==> src/rtl/voting_machine_n.sv <==
// ---------------------------------------------------------------------------
// voting_machine_n
//
// N-candidate electronic voting tally. One vote is counted per button release
// (1->0 edge). Each accepted vote starts a lockout window of HOLD_CYCLES
// cycles. A cycle with more than one release is discarded and flagged. When
// voting closes, every candidate's count is snapshotted to o_count and a
// sequential scan (one candidate per cycle) finds the winner and tie flag.
//
// Parameters
//   NUM_CAND    : number of candidates (2..16)
//   CNT_W       : width of each vote counter (saturating)
//   HOLD_CYCLES : lockout length after an accepted vote (>= 1)
//   IDX_W       : candidate index width, derived from NUM_CAND
//
// Ports
//   clk           : system clock, rising edge
//   rst           : asynchronous active-high reset
//   i_candidate   : vote buttons, one bit per candidate
//   i_voting_over : high closes voting and publishes results
//   o_count       : snapshot counts, candidate k at [k*CNT_W +: CNT_W]
//   o_winner      : index of highest count, lowest index on a tie
//   o_tie         : two or more candidates share the maximum
//   o_valid       : o_winner/o_tie valid for the current snapshot
//   o_hold        : high while in the lockout window
//   o_reject      : one-cycle pulse when a multi-release is discarded
//
// Handshake: o_valid is a level qualifier, not a pulse. It rises once the
// scan finishes and stays high while i_voting_over stays high; o_winner and
// o_tie are only meaningful while o_valid is high. There is no ready input:
// the consumer samples whenever o_valid is high.
// ---------------------------------------------------------------------------
module voting_machine_n #(
  parameter int NUM_CAND    = 4,
  parameter int CNT_W       = 16,
  parameter int HOLD_CYCLES = 16,
  parameter int IDX_W       = $clog2(NUM_CAND)
) (
  input  logic                      clk,
  input  logic                      rst,
  input  logic [NUM_CAND-1:0]       i_candidate,
  input  logic                      i_voting_over,
  output logic [NUM_CAND*CNT_W-1:0] o_count,
  output logic [IDX_W-1:0]          o_winner,
  output logic                      o_tie,
  output logic                      o_valid,
  output logic                      o_hold,
  output logic                      o_reject
);

  // The hold counter runs 0..HOLD_CYCLES-1.
  localparam int HC_W = (HOLD_CYCLES > 1) ? $clog2(HOLD_CYCLES) : 1;
  localparam logic [CNT_W-1:0] CNT_MAX = '1;
  localparam logic [IDX_W-1:0] LAST_IDX = IDX_W'(NUM_CAND - 1);
  localparam logic [HC_W-1:0]  HOLD_LAST = HC_W'(HOLD_CYCLES - 1);

  // State is kept in state_q with fixed encodings so it can be probed
  // directly by checkers.
  typedef enum logic [1:0] {
    S_IDLE   = 2'd0,
    S_VOTE   = 2'd1,
    S_HOLD   = 2'd2,
    S_FINISH = 2'd3
  } state_t;

  state_t            state_q, state_d;
  logic [HC_W-1:0]   hold_cnt_q, hold_cnt_d;
  logic [NUM_CAND-1:0] prev_q, prev_d;
  logic [CNT_W-1:0]  cnt_q  [NUM_CAND];
  logic [CNT_W-1:0]  cnt_d  [NUM_CAND];
  logic [CNT_W-1:0]  snap_q [NUM_CAND];
  logic [CNT_W-1:0]  snap_d [NUM_CAND];
  logic [IDX_W-1:0]  scan_idx_q, scan_idx_d;
  logic [CNT_W-1:0]  max_q, max_d;
  logic [IDX_W-1:0]  best_q, best_d;
  logic              run_tie_q, run_tie_d;
  logic              scan_busy_q, scan_busy_d;
  logic [IDX_W-1:0]  winner_q, winner_d;
  logic              tie_q, tie_d;
  logic              valid_q, valid_d;
  logic              reject_q, reject_d;

  // Release decode
  logic [NUM_CAND-1:0] release_vec;
  logic                rel_one;
  logic                rel_multi;
  logic [IDX_W-1:0]    rel_idx;
  logic [CNT_W-1:0]    cur_cnt;
  logic                enter_finish;

  assign release_vec = prev_q & ~i_candidate;
  assign rel_one     = $onehot(release_vec);
  assign rel_multi   = (release_vec != '0) && !rel_one;
  assign cur_cnt     = snap_q[scan_idx_q];

  always_comb begin
    rel_idx = '0;
    for (int k = 0; k < NUM_CAND; k++) begin
      if (release_vec[k]) rel_idx = IDX_W'(k);
    end
  end

  // prev tracks the buttons in every state, so a release that happens during
  // IDLE/HOLD/FINISH is consumed there and never counted later.
  assign prev_d = i_candidate;

  always_comb begin
    state_d      = state_q;
    hold_cnt_d   = hold_cnt_q;
    cnt_d        = cnt_q;
    snap_d       = snap_q;
    scan_idx_d   = scan_idx_q;
    max_d        = max_q;
    best_d       = best_q;
    run_tie_d    = run_tie_q;
    scan_busy_d  = scan_busy_q;
    winner_d     = winner_q;
    tie_d        = tie_q;
    valid_d      = valid_q;
    reject_d     = 1'b0;
    enter_finish = 1'b0;

    unique case (state_q)
      S_IDLE: begin
        state_d = S_VOTE;
      end

      S_VOTE: begin
        // Closing voting wins over any release in the same cycle.
        if (i_voting_over) begin
          enter_finish = 1'b1;
        end else if (rel_one) begin
          if (cnt_q[rel_idx] != CNT_MAX) begin
            cnt_d[rel_idx] = cnt_q[rel_idx] + CNT_W'(1);
          end
          hold_cnt_d = '0;
          state_d    = S_HOLD;
        end else if (rel_multi) begin
          reject_d = 1'b1;
        end
      end

      S_HOLD: begin
        if (i_voting_over) begin
          enter_finish = 1'b1;
        end else if (hold_cnt_q == HOLD_LAST) begin
          state_d = S_VOTE;
        end else begin
          hold_cnt_d = hold_cnt_q + HC_W'(1);
        end
      end

      S_FINISH: begin
        if (!i_voting_over) begin
          // Leaving FINISH aborts any scan in flight; published counts and
          // last winner/tie stay put, only the qualifier drops.
          state_d     = S_IDLE;
          valid_d     = 1'b0;
          scan_busy_d = 1'b0;
        end else if (scan_busy_q) begin
          // Running max starts at zero with no tie, so candidate 0 with a
          // zero count registers as a tie; all-zero tallies end as winner 0
          // with tie set.
          if (cur_cnt > max_q) begin
            max_d     = cur_cnt;
            best_d    = scan_idx_q;
            run_tie_d = 1'b0;
          end else if (cur_cnt == max_q) begin
            run_tie_d = 1'b1;
          end
          if (scan_idx_q == LAST_IDX) begin
            winner_d    = best_d;
            tie_d       = run_tie_d;
            valid_d     = 1'b1;
            scan_busy_d = 1'b0;
          end else begin
            scan_idx_d = scan_idx_q + IDX_W'(1);
          end
        end
      end

      default: begin
        state_d = S_IDLE;
      end
    endcase

    if (enter_finish) begin
      state_d     = S_FINISH;
      snap_d      = cnt_q;
      valid_d     = 1'b0;
      scan_busy_d = 1'b1;
      scan_idx_d  = '0;
      max_d       = '0;
      best_d      = '0;
      run_tie_d   = 1'b0;
    end
  end

  always_ff @(posedge clk or posedge rst) begin
    if (rst) begin
      state_q     <= S_IDLE;
      hold_cnt_q  <= '0;
      prev_q      <= '0;
      scan_idx_q  <= '0;
      max_q       <= '0;
      best_q      <= '0;
      run_tie_q   <= 1'b0;
      scan_busy_q <= 1'b0;
      winner_q    <= '0;
      tie_q       <= 1'b0;
      valid_q     <= 1'b0;
      reject_q    <= 1'b0;
      for (int k = 0; k < NUM_CAND; k++) begin
        cnt_q[k]  <= '0;
        snap_q[k] <= '0;
      end
    end else begin
      state_q     <= state_d;
      hold_cnt_q  <= hold_cnt_d;
      prev_q      <= prev_d;
      scan_idx_q  <= scan_idx_d;
      max_q       <= max_d;
      best_q      <= best_d;
      run_tie_q   <= run_tie_d;
      scan_busy_q <= scan_busy_d;
      winner_q    <= winner_d;
      tie_q       <= tie_d;
      valid_q     <= valid_d;
      reject_q    <= reject_d;
      for (int k = 0; k < NUM_CAND; k++) begin
        cnt_q[k]  <= cnt_d[k];
        snap_q[k] <= snap_d[k];
      end
    end
  end

  always_comb begin
    o_count = '0;
    for (int k = 0; k < NUM_CAND; k++) begin
      o_count[k*CNT_W +: CNT_W] = snap_q[k];
    end
  end

  assign o_winner = winner_q;
  assign o_tie    = tie_q;
  assign o_valid  = valid_q;
  assign o_hold   = (state_q == S_HOLD);
  assign o_reject = reject_q;

endmodule

==> config.mk <==
export PLATFORM = sky130hd
export DESIGN_NAME = voting_machine_n
export DESIGN_NICKNAME = d
export VERILOG_FILES = /design/src/rtl/voting_machine_n.sv
export SDC_FILE = /design/constraint.sdc
export NUM_CORES = 1
export LEC_CHECK = 0
export BUFFER_PORTS_ARGS = -buffer_cell sky130_fd_sc_hd__buf_2
export CAP_MARGIN = 20
export CELL_PAD_IN_SITES_DETAIL_PLACEMENT = 0
export CELL_PAD_IN_SITES_GLOBAL_PLACEMENT = 1
export CORE_AREA = 2 2 162 180
export DETAILED_ROUTE_END_ITERATION = 10
export DIE_AREA = 0 0 164 182
export GPL_ROUTABILITY_DRIVEN = 0
export HOLD_SLACK_MARGIN = 0.05
export MAX_ROUTING_LAYER = met4
export PLACE_DENSITY_LB_ADDON = 0.1
export SYNTH_ARGS = -nofsm -noshare
export SYNTH_HDL_FRONTEND = slang
export SYNTH_SLANG_ARGS = --single-unit
==> constraint.sdc <==
create_clock -name clk -period 6.75 [get_ports clk]
set_input_delay 1.6875 -clock clk [delete_from_list [all_inputs] [get_ports clk]]
set_output_delay 1.6875 -clock clk [all_outputs]
set_load 0.05 [all_outputs]
; Word level (Yosys, flattened, before mapping)
; Index checks and enable logic that the tools add are counted.
[classes]
bitwise_logic = 5
order_cmp = 4
add_sub_neg = 6
eq_ne = 20
muxes = 61
n_reduce_logical = 19
[op_table]
columns = op, n
row1 = $mux 16, 10
row2 = $bmux 16 s2, 2
row3 = $bwmux 64, 1
row4 = $mux 2, 18
row5 = $demux 16 s2, 1
row6 = $mux 1, 23
row7 = $add 16x1->16 const B, 1
row8 = $eq 16x16->1, 1
row9 = $gt 16x16->1, 1
row10 = $mux 4, 4
row11 = $ne 16x16->1 const B, 1
row12 = $reduce_and 4->1, 4
row13 = $ne 2x2->1 const B, 5
row14 = $reduce_and 5->1, 2
row15 = $reduce_bool 2->1, 5
row16 = $ne 3x1->1 const B, 3
row17 = $ne 3x3->1 const B, 3
row18 = $pmux 2 s4, 1
row19 = $pmux 4 s2, 1
row20 = $eq 2x2->1 const B, 3
row21 = $ge 3x3->1 const B, 2
row22 = $not 2->3, 2
row23 = $reduce_and 3->1, 2
row24 = $add 1x1->2, 2
row25 = 16 further kinds, 17
[totals]
output_inout_bits = 70
elab_cells = 135
ff_bits = 165
inputBits = 7

; Logic depth before layout (Yosys ltp)
[logic_depth]
depth_word = 11
ltp_mapped = 17
mapped_depth_nobuf = 14

; Least setup slack after synthesis
; No wires, ideal clock.
[synth_timing]
kind = in2reg
startpoint = in i_candidate[1]
endpoint = reg cnt_q[35] in the netlist's numbering
setup_slack_ps = 1886
t_required_ps = 6625
arrival_ps = 4739
n_path_buf = 3
setup_ps = 125
path_stages = 13
cell_sequence = nor2b_4 -> inv_2 -> buf_6 -> buf_2 -> fa_1 -> inv_1 -> ha_1 -> ha_1 -> nor3b_1 -> o2111ai_4 -> nor3_4 -> buf_6 -> mux2_2
[synth_between]
elab_chain_cells = 11
word_cells_on_any_way = 21
classes_between = 3 x add/sub / 2 x order compare / 2 x eq/ne / 9 x mux / 3 x bitwise / 2 x reduce/logical
[synth_rtl]
columns = item, line
row1 = start: declaration, 41  ; input logic [NUM_CAND-1:0] i_candidate,
row2 = $not 4->4 (*), 91  ; assign release_vec = prev_q & ~i_candidate;
row3 = $and 4x4->4 (*), 91
row4 = $mux 1, 99  ; if (release_vec[k]) rel_idx = IDX_W'(k);
row5 = $mux 2 (2 in series), 99
row6 = $not 2->3 (implied by the code), "133, 134"
row7 = "$bmux 16 s2, or another cell as far along", "133, 134"
row8 = $mux 16 (implied by the code) / $logic_and 1x1->1 (equally long branches), "133, 134"
row9 = "$mux 16, on equally long branches", "133, 134"
row10 = "$add 16x1->16, or another cell as far along", 134  ; cnt_d[rel_idx] = cnt_q[rel_idx] + CNT_W'(1);
row11 = $bwmux 64 / $reduce_and 4->1 (equally long branches), --
row12 = end signal: indexed assignment, 231  ; cnt_q[k] <= cnt_d[k];
row13 = end: declaration, 69  ; logic [CNT_W-1:0] cnt_q [NUM_CAND];
; Mark *: on every way between the ends. The rest lies on a longest branch, timed or not. The select of a mux whose other input is x is not followed.
; A chain may end at the register's enable or synchronous reset.

; Worst setup path in the final report
[layout_timing]
startpoint = in i_candidate[1]
endpoint = reg cnt_q[1] in the netlist's numbering
; The elaborated chain is that of the path after synthesis.

==> flow_metrics.env <==
export IMPL_grt_overflow_total=0
export IMPL_p_per_area_nw_per_um2=493
export IMPL_cts_max_path_buffers=2
export IMPL_power_switching_w=0.00221
export IMPL_die_height_um=182
export IMPL_rows=65
export IMPL_dieArea_sq_um=29800
export IMPL_placed_cell_area_sq_um=9050
export IMPL_seq_power_share_pct=35.4
export IMPL_antenna_left=0
export IMPL_relSlewSlack_pct=32.7
export IMPL_clock_latency_ps=440
export IMPL_skew_ps=15.0
export IMPL_synth_cell_types=70
export IMPL_syn_cell_area_sq_um=8320
export IMPL_drtPass1Iterations=4
export IMPL_wl_per_cell_um=19.7
export IMPL_clock_sinks=165
export IMPL_final_area_sq_um=9680
export IMPL_antenna_found_initial=0
export IMPL_cts_buffers=17
export IMPL_drtIter0Drc=431
export IMPL_path_clk_slew_ps=70
export IMPL_track_usage_pct=17.3
export IMPL_ys_seq_elements=165
export IMPL_hold_violations=0
export IMPL_cts_setup_buffers=0
export IMPL_diodes=0
export IMPL_die_x_um=164
export IMPL_ys_flop_type="dfrtp_1"
export IMPL_holdBufCountCts=0
export IMPL_fillers=2861
export IMPL_synth_nets=806
export IMPL_synth_edf_count=0
export IMPL_finalSetupTns_ps=0
export IMPL_grt_max_degree=113
export IMPL_grt_pass1_vias=6115
export IMPL_power_leakage_nw=4.77
export IMPL_peakVddDrop_v=0.000199
export IMPL_routed_wl_um=24000
export IMPL_synth_top_area_cell="dfrtp_1"
export IMPL_max_slew_worst_pin_slew_ps=1010
export IMPL_core_area_sq_um=28200
export IMPL_final_nets=874
export IMPL_finalCritPeriodShare_pct=79.2
export IMPL_io_buffers=76
export IMPL_setup_worst_path_start_class="input pin"
export IMPL_crit_type="input pin to register"
export IMPL_switching_share_pct=46.4
export IMPL_hold_path_class="register to register"
export IMPL_hold_depth=1
export IMPL_intPower_w=0.00256
export IMPL_via_per_inst=4.91
export IMPL_drc=0
export IMPL_vias=6003
export IMPL_crit_required_ps=7070
export IMPL_start_util_pct=29.5
export IMPL_finalSetupViolCount=0
export IMPL_synth_most_common_cell="nand2_1"
export IMPL_r2r_slack_ps=2340
export IMPL_tritoncts="yes"
export IMPL_rsz0062_at_grt="no"
export IMPL_ys_warn_count=0
export IMPL_pin_count=77
export IMPL_seq_area_frac_synth_pct=49.6
export IMPL_syn_area_per_cell_sq_um=10.8
export IMPL_dp_final_hpwl_um=17400
export IMPL_p_comb_share_pct=43.7
export IMPL_outcome="completed"
export IMPL_synth_top_cell_area_share_pct=49.6
export IMPL_htreeDepth=4
export IMPL_slew_violations=0
export IMPL_clkPwrFrac_pct=20.9
export IMPL_cts_resized=0
export IMPL_arrival_ps=5660
export IMPL_fin_crit_ps=5350
export IMPL_reg2reg_depth=10
export IMPL_cp_max_fo=21
export IMPL_syn2layout_area_growth_pct=16.2
export IMPL_async_reset_ff_share_pct=100
export IMPL_ys_top_cells_by_count="225 x nand2_1, 165 x dfrtp_1, 33 x mux2_2"
export IMPL_syn_inst=773
export IMPL_fmax_mhz=187
export IMPL_cts_root_buf="clkbuf_16"
export IMPL_end_kind="register"
export IMPL_drive_gt1_share_pct=24.9
export IMPL_cap_violations=0
export IMPL_grt_first_pass_wirelength_um=38000
export IMPL_synthTopCellsByArea="dfrtp_1 50%, nand2_1 10%, mux2_2 4.5%"
-- stage by stage --
stage	total power, W	worst slack, ps	cells	hold WS [ps]	util (%)
after global routing	0.00509	1100	1222	510	34.3
after CTS	0.00485	1380	1221	492	34.2
after global placement	0.00381	1070	1189	467	32.1
final	0.00477	1400	1222	486	34.3
after detailed placement	0.00383	915	1189	476	32.1
after floorplan	0.00317	601	773	449	-
-- power groups by stage --
stage,sequential [W],combinational (W),clock (W)
2_1_floorplan,0.00206,0.00111,0
5_1_grt,0.00174,0.00228,0.00107
3_5_place_dp,0.00172,0.00211,0
6_report,0.00169,0.00209,0.000997
4_1_cts,0.00170,0.00212,0.00103
3_3_place_gp,0.00170,0.00210,0
-- critical path, cell delays in order --
cell	delay (ps)
buf_2	150
nor2b_4	400
inv_2	360
fa_1	580
inv_1	40
ha_1	180
ha_1	290
nor3b_1	570
o2111ai_4	320
nor2_4	670
mux2_2	410
-- sequential cells by signal, indices dropped and copies added, names as in the netlist --
register	count
best_q	2
cnt_q	64
hold_cnt_q	4
max_q	16
o_count	64
o_reject	1
o_tie	1
o_valid	1
o_winner	2
prev_q	4
run_tie_q	1
scan_busy_q	1
scan_idx_q	2
state_q	2
-- per-layer routing --
layer  GRT usage, %  share of wire, %  up-vias
met2           25.1                46      112
met5              -                 0        -
met3           3.17               4.6       18
li1               -                 -     2812
met1           25.1                49     3061
met4           3.93              0.93        0
-- cell families (layout without fill, tap and decap cells) --
logic type / Yosys count / in the layout / share of synthesized area (%)
mux: 91 / 91 / 15.3
buf+inv: 69 / 150 / 3.86
simple gates: 308 / 308 / 16.7
compound gates: 99 / 99 / 8.87
xor+xnor: 15 / 15 / 1.58
fa+ha+maj: 26 / 26 / 4.00
flops: 165 / 165 / 49.6
-- worst paths after layout --
kind	from	end
max	i_candidate[1]	cnt_q[1]
min	cnt_q[22]	cnt_q[22]
max reg2reg	prev_q[1]	cnt_q[1]
min reg2reg	cnt_q[22]	cnt_q[22]
max in group asynchronous	rst	cnt_q[49]
min in group asynchronous	rst	max_q[12]
-- placed cells by master, fill, tap and decap left out, types with 3 or more instances in the layout --
cell type,netlist,layout
nand2_1,225,225
nand3_1,14,14
nor2_4,3,4
nand3b_1,3,3
nand4_1,6,6
clkinvlp_4,0,6
a31oi_1,3,3
inv_1,30,29
mux2_4,23,23
mux4_2,16,16
a21boi_0,3,3
o31ai_1,3,3
nor3_1,6,6
xnor2_1,7,7
ha_1,25,25
inv_6,1,6
mux2i_1,11,11
a21oi_1,15,15
dfrtp_1,165,165
clkbuf_16,0,17
mux2_1,8,8
mux2_2,33,33
nor3b_1,5,5
o21a_1,3,3
nor2_1,19,18
o21ai_0,19,19
nand2b_1,4,3
buf_4,0,8
a311oi_1,5,5
xor2_1,8,8
o22ai_1,3,3
and3_1,3,3
buf_2,3,76
a211oi_1,3,3
a22o_1,18,18
a21o_1,7,7
nand4b_1,3,3
-- final cells by class --
| type | count | area [sq um] | area share, % |
|---|---|---|---|
| Sequential cell | 165 | 4130 | 42.7 |
| Clock buffer | 17 | 425 | 4.40 |
| Multi-Input combinational cell | 539 | 3880 | 40.1 |
| Clock inverter | 15 | 174 | 1.80 |
| Timing Repair Buffer | 85 | 468 | 4.84 |
| Inverter | 33 | 135 | 1.40 |
| Tap cell | 368 | 460 | 4.76 |
Power figures use the tool's default switching activity.
